## src/rtl/icache_axi_bridge.sv

```systemverilog
// icache line-refill responder: one 128-bit line read becomes a 4-beat, 32-bit AXI INCR burst.
// Define ICACHE_BRIDGE_RRESP_CHK_EN to add dev_rerr (rresp[1] / missing-rlast summary per line).
module icache_axi_bridge #(
  parameter logic [3:0] ARID_VAL = 4'h0
) (
  input  logic         clk,
  input  logic         rst,
  input  logic         flush,
  input  logic [3:0]   cpu_ren,
  input  logic [31:0]  cpu_raddr,
  output logic         dev_rrdy,
  output logic         dev_rvalid,
  output logic [127:0] dev_rdata,
`ifdef ICACHE_BRIDGE_RRESP_CHK_EN
  output logic         dev_rerr,
`endif
  output logic [3:0]   arid,
  output logic [31:0]  araddr,
  output logic [7:0]   arlen,
  output logic [2:0]   arsize,
  output logic [1:0]   arburst,
  output logic         arvalid,
  input  logic         arready,
  input  logic [3:0]   rid,
  input  logic [31:0]  rdata,
  input  logic [1:0]   rresp,
  input  logic         rlast,
  input  logic         rvalid,
  output logic         rready
);

  typedef enum logic [1:0] {IDLE, AR, R, RESP} state_t;

  state_t         state_q, state_d;
  logic           rrdy_q;
  logic           drop_q;
  logic [1:0]     cnt_q;
  logic [27:0]    addr_q;
  logic [127:0]   line_q;
  logic           accept;
  logic           ar_hs;
  logic           r_hs;

  // rrdy_q gates acceptance so the first cycle out of reset cannot start a burst
  assign accept = (state_q == IDLE) && rrdy_q && (cpu_ren != 4'h0) && !flush;
  assign ar_hs  = (state_q == AR) && arready;
  assign r_hs   = (state_q == R) && rvalid;

  always_comb begin
    state_d = state_q;
    unique case (state_q)
      IDLE:    if (accept) state_d = AR;
      AR:      if (arready) state_d = R;
      R:       if (rvalid && (cnt_q == 2'd3)) state_d = RESP;
      RESP:    state_d = IDLE;
      default: state_d = IDLE;
    endcase
  end

  always_ff @(posedge clk) begin
    if (!rst) begin
      state_q <= IDLE;
      rrdy_q  <= 1'b0;
      drop_q  <= 1'b0;
      cnt_q   <= '0;
      addr_q  <= '0;
      line_q  <= '0;
    end else begin
      state_q <= state_d;
      rrdy_q  <= (state_d == IDLE);
      if (accept) begin
        addr_q <= cpu_raddr[31:4];
        drop_q <= 1'b0;
      end else if (flush && (state_q != IDLE)) begin
        drop_q <= 1'b1;
      end
      if (ar_hs) cnt_q <= '0;
      else if (r_hs) cnt_q <= cnt_q + 2'd1;
      if (r_hs) line_q[{cnt_q, 5'd0} +: 32] <= rdata;
    end
  end

  assign dev_rrdy   = rrdy_q;
  assign dev_rvalid = (state_q == RESP) && !drop_q && !flush;
  assign dev_rdata  = line_q;
  assign arid       = ARID_VAL;
  assign araddr     = {addr_q, 4'h0};
  assign arlen      = 8'd3;
  assign arsize     = 3'b010;
  assign arburst    = 2'b01;
  assign arvalid    = (state_q == AR);
  assign rready     = (state_q == R);

`ifdef ICACHE_BRIDGE_RRESP_CHK_EN
  logic err_q;

  always_ff @(posedge clk) begin
    if (!rst) begin
      err_q <= 1'b0;
    end else if (accept) begin
      err_q <= 1'b0;
    end else if (r_hs) begin
      err_q <= err_q | rresp[1] | ((cnt_q == 2'd3) && !rlast);
    end
  end

  assign dev_rerr = dev_rvalid && err_q;

  logic [7:0] unused_in;
  assign unused_in = {rid, cpu_raddr[3:0]};
`else
  logic [10:0] unused_in;
  assign unused_in = {rid, rresp, rlast, cpu_raddr[3:0]};
`endif

endmodule

```

## config.mk

```make
export PLATFORM = sky130hd
export DESIGN_NAME = icache_axi_bridge
export DESIGN_NICKNAME = d
export VERILOG_FILES = /design/src/rtl/icache_axi_bridge.sv
export SDC_FILE = /design/constraint.sdc
export NUM_CORES = 1
export LEC_CHECK = 0
export ABC_AREA = 1
export CAP_MARGIN = 25
export CORE_UTILIZATION = 35
export CTS_CLUSTER_SIZE = 12
export DETAILED_ROUTE_END_ITERATION = 10
export PLACE_DENSITY = 0.64
export SLEW_MARGIN = 20
export SYNTH_ARGS = -nofsm -noshare
export SYNTH_HDL_FRONTEND = slang
export SYNTH_SLANG_ARGS = --single-unit
```

## constraint.sdc

```tcl
create_clock -name clk -period 2.41 [get_ports clk]
set_input_delay 0.482 -clock clk [delete_from_list [all_inputs] [get_ports clk]]
set_output_delay 0.482 -clock clk [all_outputs]
set_load 0.005 [all_outputs]
```

==> metrics.cfg <==
[outcome]
outcome = complete, but fails checks
violations = design-rule violations

[layout]
num_antenna_cells = 0
post-route-util_pct = 50.0
fin_nets = 1549
layout_common_cells = 381 x nand2_1, 226 x clkdlybuf4s50_1, 217 x nor2_1, 187 x inv_1, 161 x dfxtp_1
final_common_cell = nand2_1
fillers = 2275
drive_above_1_share_pct = 4.81
synthToLayoutAreaGrowth_pct = 38.5

[cts]
clk_path_buf_depth = 2
worstSkewPairLatency_ps = 420
clkTransAtPathRegs_ps = 60
cts_tree = yes
htree_levels = 4
cts_resized = 0
ctsHoldBuffers = 0
postCtsSetupRepairBufs = 0
root_buffer = clkbuf_16
cts.sinks = 162
cts_made_buffers = 17

[logic_synthesis]
synth_area_leaders = dfxtp_1 41%, nand2_1 18%, nor2_1 11%, inv_1 8.8%, nand3_1 7.9%
synth_cells = 1279
syn-cell-area_um2 = 7960
yosys_warnings = 0
synth_top_area_share_pct = 40.8
muxShareOfSynthArea_pct = 0
ys_seq_area_share_pct = 40.8
synthSimpleGateAreaFrac_pct = 38.1
synth_cell_types = 23
ys_ff_latch = 162
synth_compound_area_share_pct = 4.12
synth-adder-area-share_pct = 0.786
synth_top_family_by_area = simple AND/OR/NAND/NOR gates
syn_avg_cell_area_um2 = 6.22
synth_xor_area_share_pct = 0
yosysTopAreaCell = dfxtp_1

[global_routing]
first_global_vias = 7104
grt_max_degree = 99
gr-total-overflow = 0
grt_usage_pct = 20.8
grt_antenna_before_repair = 0
grt_pass1_wl_um = 38700

[job]
cap_violations = 0

[pwr]
power.leakage_nw = 4.64
p_per_area_nw_per_um2 = 567
ir_drop_uv = 439
finalPower_w = 0.00624

[route]
wire_per_inst_um = 13.6
totalWireLength_um = 23900
dr.pass1.iters = 10
avgViaCountPerCell = 4.50
via_count = 7894
antenna_left = 0
drc = 11
drtIter0Drc = 443

[die]
io_pins = 261
die-area_um2 = 23300
fp.dieH_um = 153
std_cell_rows = 54
core_um2 = 22000
start_util_pct = 36.1
die_x_um = 153

[sta]
rsz0062_at_grt = no
fin_crit_ps = 2140
timing.fmax_mhz = 468
fin_tns_setup_ps = 0
fin_crit_sh_pct = 88.7
worst_pin_slew_ps = 518
skew_ps = 10.7
hold_violations = 0
finalSetupViolCount = 0
final_max_slew_viol_count = 0
slew_headroom_pct = 65.2

[worst_setup_path]
reg2reg_depth = 8
cp-start-kind = flop
crit_type = flop to output pin
r2r_end = dev_rdata[58]
required_ps = 1930
critPathMaxFanout = 7
end_kind = output pin
worst_ep_arrival_time_ps = 1660
r2r_slack_ps = 460
r2r-start = cnt_q[1]

[hold_path]
hold_path_depth = 3
hold_path_end = addr_q[10]
hold_class = input port to flop
hp-start = rst

[place]
routabilityCongestion = 0.822
dpl.hpwl_um = 16300
io_buffer_count = 228

-- routing by layer --
metal  global-route usage [%]  vias to the layer above  part of all wire, %  wire length [µm]
met4                     3.90                        0                 0.92               219
met5                        0                        -                    0                 0
met3                     7.05                       12                  8.6              2060
met1                     28.8                     3476                   47             11400
met2                     31.5                      254                   43             10300
li1                         -                     4152                    -                 -
-- logic make-up (layout without fill, tap and decap cells) --
logic type / after synthesis / in the layout
adder cells (fa/ha/maj): 5 / 5
buffers and inverters: 296 / 474
AND/OR/NAND/NOR: 750 / 750
other: 2 / 21
AO/OA/AOI/OAI: 64 / 64
flip-flops: 162 / 162
-- critical path, cell delays in order, from the launching register on --
cell	delay (ps)
dfxtp_1	480
nand2_1	160
inv_1	80
clkdlybuf4s50_1	510
-- synthesized netlist by cell type --
cell type	n
ha_1	5
nor3_1	2
buf_4	23
buf_1	15
conb_1	2
nand2_1	381
a21oi_2	2
clkbuf_8	1
buf_2	34
nand4_1	17
dlygate4sd1_1	2
clkinv_1	2
o21ai_0	1
nor2_1	223
nand3_1	125
inv_1	187
clkbuf_1	27
buf_6	3
nand3_4	1
dfxtp_1	162
a21oi_1	61
inv_2	2
or2_2	1
-- worst max path at each step --
stage / slack, ps / to / startpoint
2_1_floorplan: 360 / dev_rdata[10] / cnt_q[0]
3_3_place_gp: 40 / dev_rvalid / flush
3_5_place_dp: 50 / dev_rvalid / flush
4_1_cts: 30 / dev_rvalid / flush
5_1_grt: 180 / rready / state_q[1]
6_report: 270 / rready / state_q[1]
-- layout make-up --
cell class	count	area, µm²	share of cell area, %
Inverter	191	717	6.51
Timing Repair Buffer	252	2560	23.3
Sequential cell	162	3240	29.4
Tap cell	280	350	3.18
Clock buffer	20	467	4.24
Clock inverter	11	154	1.40
Multi-Input combinational cell	840	3520	32.0
-- state kept, by name (all words and copies together), names as in the netlist --
name	cells
dev_rdata	128
addr_q	28
cnt_q	2
state_q	2
dev_rrdy	1
drop_q	1
-- report_power, final --
group / internal [W] / switching, W
Sequential: 0.00273 / 0.0000298
Clock: 0.00172 / 0.00115
Combinational: 0.000300 / 0.000312
-- through the flow --
stage                     setup WS (ps)  area (µm²)  instances  hold WS [ps]
after floorplan                     358        8030       1298           461
after global placement             42.5       10400       1725           453
after detailed placement           45.6       10400       1725           458
after CTS                          27.2       11000       1756           446
after global routing                179       11000       1756           459
final                               272       11000       1756           462
Note: power is estimated with default switching activity, not from simulation.
